## src/rtl/dmem_pkg.sv

```systemverilog
`default_nettype none
// ============================================================================
// Module   : dmem_pkg
// Purpose  : Shared state encoding and register-window offsets for dmem_responder.
// Revision : 1.0
// ============================================================================
package dmem_pkg;

    typedef enum logic [1:0] {
        ST_LOAD = 2'd0,
        ST_RUN  = 2'd1,
        ST_HALT = 2'd2
    } dmem_state_t;

    // Byte offsets inside the 16-byte register window.
    localparam logic [3:0] CYCLE_OFS = 4'd0;
    localparam logic [3:0] STCNT_OFS = 4'd4;
    localparam logic [3:0] HALT_OFS  = 4'd8;
    localparam logic [3:0] SIG_OFS   = 4'd12;

endpackage
`default_nettype wire

```

## src/rtl/dmem_mmio_regs.sv

```systemverilog
`default_nettype none
// ============================================================================
// Module   : dmem_mmio_regs
// Purpose  : CYCLE / STCNT / SIG registers and the register-window read mux.
// Revision : 1.0
// ============================================================================
module dmem_mmio_regs
    import dmem_pkg::*;
(
    input  logic        clk,
    input  logic        rst,
    input  logic        run,
    input  logic        ram_store,
    input  logic        sig_we,
    input  logic [31:0] sig_wdata,
    input  logic [1:0]  rd_sel,
    input  logic        halted,
    output logic [31:0] rd_data,
    output logic [31:0] signature
);

    logic [31:0] r_cycle;
    logic [31:0] r_stcnt;
    logic [31:0] r_sig;

    always_ff @(posedge clk) begin
        if (rst) begin
            r_cycle <= '0;
            r_stcnt <= '0;
            r_sig   <= '0;
        end else begin
            if (run) begin
                r_cycle <= r_cycle + 32'd1;
            end
            if (ram_store) begin
                r_stcnt <= r_stcnt + 32'd1;
            end
            if (sig_we) begin
                r_sig <= sig_wdata;
            end
        end
    end

    always_comb begin
        rd_data = '0;
        case (rd_sel)
            CYCLE_OFS[3:2]: rd_data = r_cycle;
            STCNT_OFS[3:2]: rd_data = r_stcnt;
            HALT_OFS[3:2]:  rd_data = {31'b0, halted};
            SIG_OFS[3:2]:   rd_data = r_sig;
            default:        rd_data = '0;
        endcase
    end

    assign signature = r_sig;

endmodule
`default_nettype wire

```

## src/rtl/dmem_responder.sv

```systemverilog
`default_nettype none
// ============================================================================
// Module   : dmem_responder
// Purpose  : Data-side memory responder: word RAM, boot loader port, register
//            window and LOAD/RUN/HALT sequencing. Optional macro
//            DMEM_FAULT_HALT_EN makes an out-of-range access halt the program.
// Revision : 1.0
// ============================================================================
module dmem_responder
    import dmem_pkg::*;
#(
    parameter int          DEPTH     = 64,
    parameter int          AW        = 6,
    parameter logic [31:0] MMIO_BASE = 32'h0000_0100
) (
    input  logic          clk,
    input  logic          rst,
    input  logic [31:0]   data_addr,
    input  logic [31:0]   data_out,
    output logic [31:0]   data_in,
    input  logic          mem_write,
    input  logic          mem_read,
    input  logic          ld_valid,
    input  logic [AW-1:0] ld_addr,
    input  logic [31:0]   ld_data,
    input  logic          ld_done,
    output logic          cpu_rst,
    output logic          halted,
    output logic          fault,
    output logic [31:0]   signature
);

    localparam logic [31:0] c_ram_bytes = 32'(DEPTH * 4);

    dmem_state_t   r_state;
    logic          r_cpu_rst;
    logic          r_halted;
    logic          r_fault;
    logic [31:0]   r_mem [DEPTH];

    logic [AW-1:0] w_idx;
    logic [31:0]   w_mmio_ofs;
    logic          w_in_ram;
    logic          w_in_mmio;
    logic          w_run;
    logic          w_bad;
    logic          w_fault_halt;
    logic          w_store;
    logic          w_ram_store;
    logic          w_halt_store;
    logic          w_sig_we;
    logic [31:0]   w_reg_rd;

    assign w_idx      = data_addr[AW+1:2];
    assign w_mmio_ofs = data_addr - MMIO_BASE;
    assign w_in_ram   = (data_addr < c_ram_bytes);
    // Modular subtraction: addresses below the base wrap high and fail this test.
    assign w_in_mmio  = (w_mmio_ofs < 32'd16);
    assign w_run      = (r_state == ST_RUN);
    assign w_bad      = w_run && (mem_read || mem_write) && !w_in_ram && !w_in_mmio;

`ifdef DMEM_FAULT_HALT_EN
    assign w_fault_halt = w_bad;
`else
    assign w_fault_halt = 1'b0;
`endif

    assign w_store      = w_run && mem_write && !w_bad && !rst;
    assign w_ram_store  = w_store && w_in_ram;
    assign w_halt_store = w_store && w_in_mmio && (w_mmio_ofs[3:2] == HALT_OFS[3:2]);
    assign w_sig_we     = w_store && w_in_mmio && (w_mmio_ofs[3:2] == SIG_OFS[3:2]);

    always_ff @(posedge clk) begin
        if (rst) begin
            r_state   <= ST_LOAD;
            r_cpu_rst <= 1'b1;
            r_halted  <= 1'b0;
            r_fault   <= 1'b0;
        end else begin
            case (r_state)
                ST_LOAD: begin
                    if (ld_done) begin
                        r_state   <= ST_RUN;
                        r_cpu_rst <= 1'b0;
                    end
                end
                ST_RUN: begin
                    if (w_halt_store || w_fault_halt) begin
                        r_state  <= ST_HALT;
                        r_halted <= 1'b1;
                    end
                end
                default: begin
                    r_state <= ST_HALT;
                end
            endcase
            if (w_bad) begin
                r_fault <= 1'b1;
            end
        end
    end

    // RAM is deliberately not reset so a cpu reset keeps the loaded image.
    always_ff @(posedge clk) begin
        if (!rst && (r_state == ST_LOAD) && ld_valid) begin
            r_mem[ld_addr] <= ld_data;
        end else if (w_ram_store) begin
            r_mem[w_idx] <= data_out;
        end
    end

    dmem_mmio_regs u_regs (
        .clk       (clk),
        .rst       (rst),
        .run       (w_run),
        .ram_store (w_ram_store),
        .sig_we    (w_sig_we),
        .sig_wdata (data_out),
        .rd_sel    (w_mmio_ofs[3:2]),
        .halted    (r_halted),
        .rd_data   (w_reg_rd),
        .signature (signature)
    );

    always_comb begin
        data_in = '0;
        if (mem_read && (r_state != ST_LOAD)) begin
            if (w_in_ram) begin
                data_in = r_mem[w_idx];
            end else if (w_in_mmio) begin
                data_in = w_reg_rd;
            end
        end
    end

    assign cpu_rst = r_cpu_rst;
    assign halted  = r_halted;
    assign fault   = r_fault;

endmodule
`default_nettype wire

```

## config.mk

```make
export PLATFORM = sky130hd
export DESIGN_NAME = dmem_responder
export DESIGN_NICKNAME = d
export VERILOG_FILES = /design/src/rtl/dmem_pkg.sv /design/src/rtl/dmem_mmio_regs.sv /design/src/rtl/dmem_responder.sv
export SDC_FILE = /design/constraint.sdc
export NUM_CORES = 2
export LEC_CHECK = 0
export CAP_MARGIN = 20
export CORE_MARGIN = 8
export CORE_UTILIZATION = 61
export CTS_BUF_LIST = sky130_fd_sc_hd__clkbuf_16
export DETAILED_ROUTE_END_ITERATION = 16
export PLACE_DENSITY_LB_ADDON = 0.15
export RECOVER_POWER = 25
export SETUP_SLACK_MARGIN = 0.4
export SLEW_MARGIN = 10
export SYNTH_ARGS = -nofsm -noshare
export SYNTH_HDL_FRONTEND = slang
export SYNTH_SLANG_ARGS = --single-unit
```

## constraint.sdc

```tcl
create_clock -name clk -period 7.6 [get_ports clk]
set_input_delay 1.14 -clock clk [delete_from_list [all_inputs] [get_ports clk]]
set_output_delay 1.14 -clock clk [all_outputs]
set_load 0.02 [all_outputs]
```

## Yosys cells after proc, flatten, opt, wreduce, memory -nomap -nowiden

Memories as Yosys holds them, arrays and structs flattened.
Cells that the tools add are included.

| storage, ports and cells | value |
|---|---|
| bits in latches | 0 |
| output and inout bits | 67 |
| register bits | 101 |
| memories | 1 |
| memory bits (writable) | 2048 |
| bits in read-only memories | 0 |

| cells by class | value |
|---|---|
| equality and inequality tests | 6 |
| magnitude comparators | 2 |
| add/sub/neg operators | 3 |
| multiplexer cells | 15 |
| bitwise operators | 0 |
| reduce and logical (&&, ||, !) cells | 25 |
| divide/modulo/power cells | 0 |
| shifts and indexed selects | 0 |
| multiply operators | 0 |

Memories:

| memory | words | width | read ports | clocked after memory_dff | wr ports | line | RTL |
|---|---|---|---|---|---|---|---|
| r_mem | 64 | 32 | 1 | 0 | 1 | dmem_responder.sv:39 | `logic [31:0] r_mem [DEPTH];` |

Operators by type and width:

| kind | count |
|---|---|
| 32-bit 2-to-1 mux | 4 |
| 32-bit case mux with 4 select lines | 1 |
| 32-bit by 1-bit adder with 32-bit output (second input constant) | 2 |
| 32-bit by 5-bit less-than comparator with 1-bit output (second input constant) | 1 |
| 32-bit by 9-bit less-than comparator with 1-bit output (second input constant) | 1 |
| 32-bit OR reduction | 1 |
| 32-bit by 9-bit subtractor with 32-bit output (second input constant) | 1 |
| 1-bit logical AND | 13 |
| 1-bit 2-to-1 mux | 6 |
| 6-bit 2-to-1 mux | 1 |
| 2-bit AND reduction | 3 |
| 2-bit by 1-bit == test with 1-bit output (second input constant) | 2 |
| 2-bit == test (second input constant) | 2 |
| 1-bit logical NOT | 4 |
| 2-bit logical NOT | 2 |
| 2-bit 2-to-1 mux | 2 |
| 2-bit case mux with 2 select lines | 1 |
| 2-bit by 1-bit != test with 1-bit output (second input constant) | 1 |
| 2-bit != test (second input constant) | 1 |
| 2-bit nonzero test | 1 |
| 1-bit logical OR | 1 |

## Depth between registers and ports, before layout

| depth | value |
|---|---|
| depth after elaboration | 13 |
| depth in mapped cells | 10 |
| mapped depth without buffers | 7 |

## Hierarchy

From an unflattened synthesis, not the netlist that was laid out.

| unflattened totals | value |
|---|---|
| cells, all modules | 4175 |
| area, all modules | 84653.7 µm² |

Modules (own cells, without submodules):

| module | area an instance (µm²) | cells an instance | sequential area each (µm²) | times used |
|---|---|---|---|---|
| dmem_responder | 79862.8 | 3635 | 61599.1 | 1 |
| dmem_mmio_regs | 4790.8 | 540 | 1921.8 | 1 |

## Least setup slack after synthesis

No wires, ideal clock.

| timing path | value |
|---|---|
| path kind | input -> register |
| from | input data_addr[26] |
| to | memory r_mem[34][0] (enable) |
| stages | 6 |
| setup time | 0.421 ns |
| required time | 7.179 ns |
| path buffers | 1 |
| path slack | 3.109 ns |
| data arrival time | 4.070 ns |
| path through | nor4_1 nand4_1 nor3_2 buf_2 a31oi_1 nor2_1 |

| on the way | value |
|---|---|
| cells in the longest elaborated chain, start to end | 13 |
| elaborated cells on any way between the ends | 17 |
| classes of those cells | 1 x add/sub; 2 x order compare; 5 x mux; 9 x reduce/logical |

Ends and longest elaborated chain:

| element | line | RTL |
|---|---|---|
| start, declared | dmem_responder.sv:18 | `input logic [31:0] data_addr,` |
| 32-bit by 9-bit subtractor with 32-bit output or 32-bit by 9-bit less-than comparator with 1-bit output (tied branches) | dmem_responder.sv:55, dmem_responder.sv:56 |  |
| 32-bit by 5-bit less-than comparator with 1-bit output or 1-bit logical NOT (tied branches) | dmem_responder.sv:58, dmem_responder.sv:60 |  |
| 1-bit logical NOT or 1-bit logical AND (tied branches) | dmem_responder.sv:60 | `assign w_bad = w_run && (mem_read \|\| mem_write) && !w_in_ram && !w_in_mmio;` |
| 1-bit logical AND | dmem_responder.sv:60 |  |
| 1-bit logical NOT | dmem_responder.sv:68 | `assign w_store = w_run && mem_write && !w_bad && !rst;` |
| 1-bit logical AND (2 in series) | dmem_responder.sv:68 |  |
| 1-bit logical AND * | dmem_responder.sv:69 | `assign w_ram_store = w_store && w_in_ram;` |
| 1-bit 2-to-1 mux * | dmem_responder.sv:107 | `end else if (w_ram_store) begin` |
| 1-bit 2-to-1 mux * | dmem_responder.sv:105 | `if (!rst && (r_state == ST_LOAD) && ld_valid) begin` |
| 1-bit 2-to-1 mux (implied by the code) * | dmem_responder.sv:108 | `r_mem[w_idx] <= data_out;` |
| 32-bit OR reduction (no line) | -- |  |
| 6-bit 2-to-1 mux (no line) or 1-bit 2-to-1 mux (tied branches) | -- |  |
| end, declared | dmem_responder.sv:39 |  |

Mark *: on every way between the ends. The rest lies on a longest branch, timed or not.

## Worst setup path after layout

| timing path | value |
|---|---|
| from | input rst |
| to | memory r_mem[35][23], data pin |

| on the way | value |
|---|---|
| cells in the longest elaborated chain, start to end | 8 |
| elaborated cells on any way between the ends | 10 |
| classes of those cells | 4 x mux; 6 x reduce/logical |

Ends and longest elaborated chain:

| element | line | RTL |
|---|---|---|
| start, declared | dmem_responder.sv:17 | `input logic rst,` |
| 1-bit logical NOT * | dmem_responder.sv:68, dmem_responder.sv:105 |  |
| 1-bit logical AND | dmem_responder.sv:68 |  |
| 1-bit logical AND | dmem_responder.sv:69 |  |
| 1-bit 2-to-1 mux | dmem_responder.sv:107 |  |
| 1-bit 2-to-1 mux * | dmem_responder.sv:105 |  |
| 1-bit 2-to-1 mux (implied by the code) * | dmem_responder.sv:108 |  |
| 32-bit OR reduction (no line) * | -- |  |
| 32-bit 2-to-1 mux (no line) * | -- |  |

Marks and branches as above.

==> results.ini <==
[status]
status=finished with violations
violations=capacitance limit, slew limit

[global_routing]
grt_max_degree=110
grt_remaining_overflow=0
grt_pass1_wl_mm=316
grt_pass1_vias=43317
antenna_found_initial=9
grt_use_total_pct=29.3

[worst_hold_path]
hold_path_end=cpu_rst
hold_depth=2
hp-class=reg2reg
min-delay-start=cpu_rst

[logic_synthesis]
synthFlopType=edfxtp_1
yosys_warnings=0
synth_seq_cells=2149
synth_cell_type_count=64
synth_area_per_cell_sq_um=20.7
synthCells=4087
yosysSeqAreaShare_pct=75.2
synth_fp_nets=4197
syn_area_sq_mm=0.0844
synth_edf_count=2048
synthArstFlopShare_pct=0

[critical_path]
critPathMostFrequentCell=clkbuf_1
critPathArrivalTime_ns=6.89
path_class=in2reg
r2r-start=r_state[1]
timing.rr.end=r_mem[35][23]
max_stage_delay_ns=1.62
crit_family=buffers and inverters
r2r_setup_slack_ns=1.60
r2r_cells=6
crit_path_start=rst
critPathRequiredTime_ns=7.90
cp-start-kind=input pin
cp_num_buf_inv=3
crit_slowest_cell=clkbuf_1
path_cells=buf_4, nor3b_1, and2_0, nand3_1, clkbuf_1, mux2_1, clkbuf_1
crit_path_end_kind=flip-flop
worstPathMaxFanout=101

[die]
core_sq_mm=0.137
die_w_um=388
die_area_sq_mm=0.151
initial_core_util_pct=61.4
io_pins=175
rows=136
die_h_um=388

[clock_network]
cts_tree=done
post_cts_buffers=0
clk_pin_slew_ns=0.07
cts_buffer_depth=3
insertion_delay_ns=0.82
cts_buffers=207
cts.repair.resized=0
cts_root_buf=clkbuf_16
clock_sinks=2149
hold_buffers=0
htree_num_levels=4

[route]
drc=0
num_vias=44048
dr.pass1.iters=6
vias_per_cell=6.90
drt_iter0_markers=5792
wl_per_cell_um=35.0
wl_mm=223
ant_nets=0

[pwr]
p_per_area_mw_per_mm2=254
p_leak_uw=0.0306
vdd_drop_max_mv=0.211

[finish]
finalInstanceArea_sq_mm=0.0961
drive_gt1_share_pct=25.0
regArea_sq_mm=0.0635
final_nets=4525
multi_input_area_sq_mm=0.0201
area_delta_synth_final_pct=13.8
fillers=8354

[placement]
place_area_sq_mm=0.0893
place_worst_setup_slack_ns=1.41
hpwl_mm=130
routabilityCongestion=0.872
io_buffers=172

[timing]
fin_skew_ns=0.0209
min_period_ns=6.59
setup_slack_ns=1.01
holdWs_ns=0.463
grt_setup_unrepaired=no
fin_tns_setup_ns=0
final-hold-violation-count=0
post-route-period-util_pct=86.7
setup_viol_count_final=0
slew_headroom_pct=-48.4
worstMarginPinSlew_ns=2.23
slew_violations=688
fmax_mhz=152

[run]
timing.max_cap.violations=14

## synth_stat cells (8+ instances only)
| library cell | n | share of area [%] |
|---|---|---|
| buf_2 | 66 | 0.39 |
| a31oi_1 | 14 | 0.10 |
| nand2_1 | 217 | 0.96 |
| inv_1 | 28 | 0.12 |
| nor2_1 | 143 | 0.64 |
| edfxtp_1 | 2048 | 73 |
| buf_1 | 35 | 0.16 |
| and4_1 | 17 | 0.18 |
| mux2i_1 | 105 | 1.2 |
| xor2_1 | 29 | 0.30 |
| nand3_1 | 36 | 0.21 |
| o21ai_0 | 84 | 0.50 |
| nand2b_1 | 8 | 0.059 |
| a211oi_1 | 27 | 0.24 |
| o22ai_1 | 23 | 0.17 |
| clkbuf_1 | 86 | 0.38 |
| or3_1 | 14 | 0.10 |
| a32o_1 | 26 | 0.31 |
| a21oi_1 | 54 | 0.32 |
| buf_4 | 20 | 0.18 |
| nor3_1 | 15 | 0.089 |
| a22oi_1 | 8 | 0.071 |
| buf_6 | 21 | 0.28 |
| nand4_1 | 51 | 0.38 |
| clkinv_1 | 26 | 0.12 |
| a221o_1 | 20 | 0.24 |
| xnor2_1 | 23 | 0.24 |
| and2_1 | 8 | 0.059 |
| dfxtp_1 | 101 | 2.4 |
| mux2_2 | 35 | 0.47 |
| nor2b_1 | 8 | 0.059 |
| mux4_2 | 561 | 15 |
| and3_1 | 45 | 0.33 |
| a32oi_1 | 16 | 0.17 |
## stage by stage
stage	std cells	total power, uW	util [%]
after floorplan	4087	13900	-
after global placement	5989	14400	64.9
after detailed placement	5990	14400	64.9
after CTS	6372	24500	69.9
after global routing	6382	24900	69.9
final	6384	24400	69.9
## routing by layer
layer | track usage, % | wire length [um]
met1 | 42.3 | 85800
met3 | 6.50 | 24600
met2 | 44.5 | 104000
met5 | 0 | 61
met4 | 11.1 | 9100
## flip-flops by register name, summed over array words and instances, names as in the netlist
name / cells
cpu_rst: 1
fault: 1
halted: 1
r_mem: 2048
r_state: 2
u_regs.r_cycle: 32
u_regs.r_stcnt: 32
u_regs.signature: 32
## worst max-delay path by stage
stage | slack [ns] | cells after the start | to
after floorplan | 3.11 | 6 | r_mem[34][0]
after global placement | 1.48 | 11 | data_in[2]
final | 1.01 | 7 | r_mem[35][23]
after CTS | 1.39 | 11 | data_in[2]
after detailed placement | 1.41 | 11 | data_in[2]
after global routing | 0.72 | 7 | r_mem[35][23]
## layout by cell type, fill, tap and decap left out, types with 19 or more instances in the layout
cell type           n
edfxtp_1         2048
mux4_2            561
nand2_1           217
clkbuf_16         211
buf_4             141
clkdlybuf4s50_1   131
mux2i_1           105
dfxtp_1           101
o21ai_0            84
clkinv_1           76
nor2_1             76
nor2_4             65
inv_1              60
nand4_1            51
a21oi_1            51
clkinv_2           47
and3_1             45
nand3_1            36
dlygate4sd3_1      36
xor2_1             29
a211oi_1           27
a32o_1             26
bufinv_16          24
xnor2_1            23
o22ai_1            23
mux2_2             23
a221o_1            20
buf_12             19
## cells by family (layout without fill, tap and decap cells)
family / count (synthesis) / count (layout) / synth area share, %
adder cells (fa/ha/maj): 2 / 2 / 0.0296
buffers and inverters: 285 / 786 / 1.64
AO/OA/AOI/OAI: 309 / 309 / 2.51
AND/OR/NAND/NOR: 589 / 589 / 3.39
flip-flops: 2149 / 2149 / 75.2
other: 0 / 2 / 0
XOR/XNOR: 52 / 52 / 0.539
multiplexers: 701 / 701 / 16.7
## area by class of cell
cell class                      instances  share of cell area (%)
Antenna cell                            2                 0.00521
Clock buffer                          211                    5.50
Clock inverter                        171                    1.55
Inverter                               55                   0.223
Multi-Input combinational cell       1653                    20.9
Sequential cell                      2149                    66.1
Tap cell                             1794                    2.34
Timing Repair Buffer                  349                    3.37
## tightest hold or removal path, cell delays in order (launching register included)
cell,delay (ns)
dfxtp_1,0.32
nand2_1,0.06
nand2_1,0.04
## where the power goes
group	total, uW	switching [uW]	internal (uW)
registers	13000	7.37	13000
logic	1150	708	442
clock network	10200	4390	5850
total	24400	5100	19300
(Power assumes the default switching activity.)
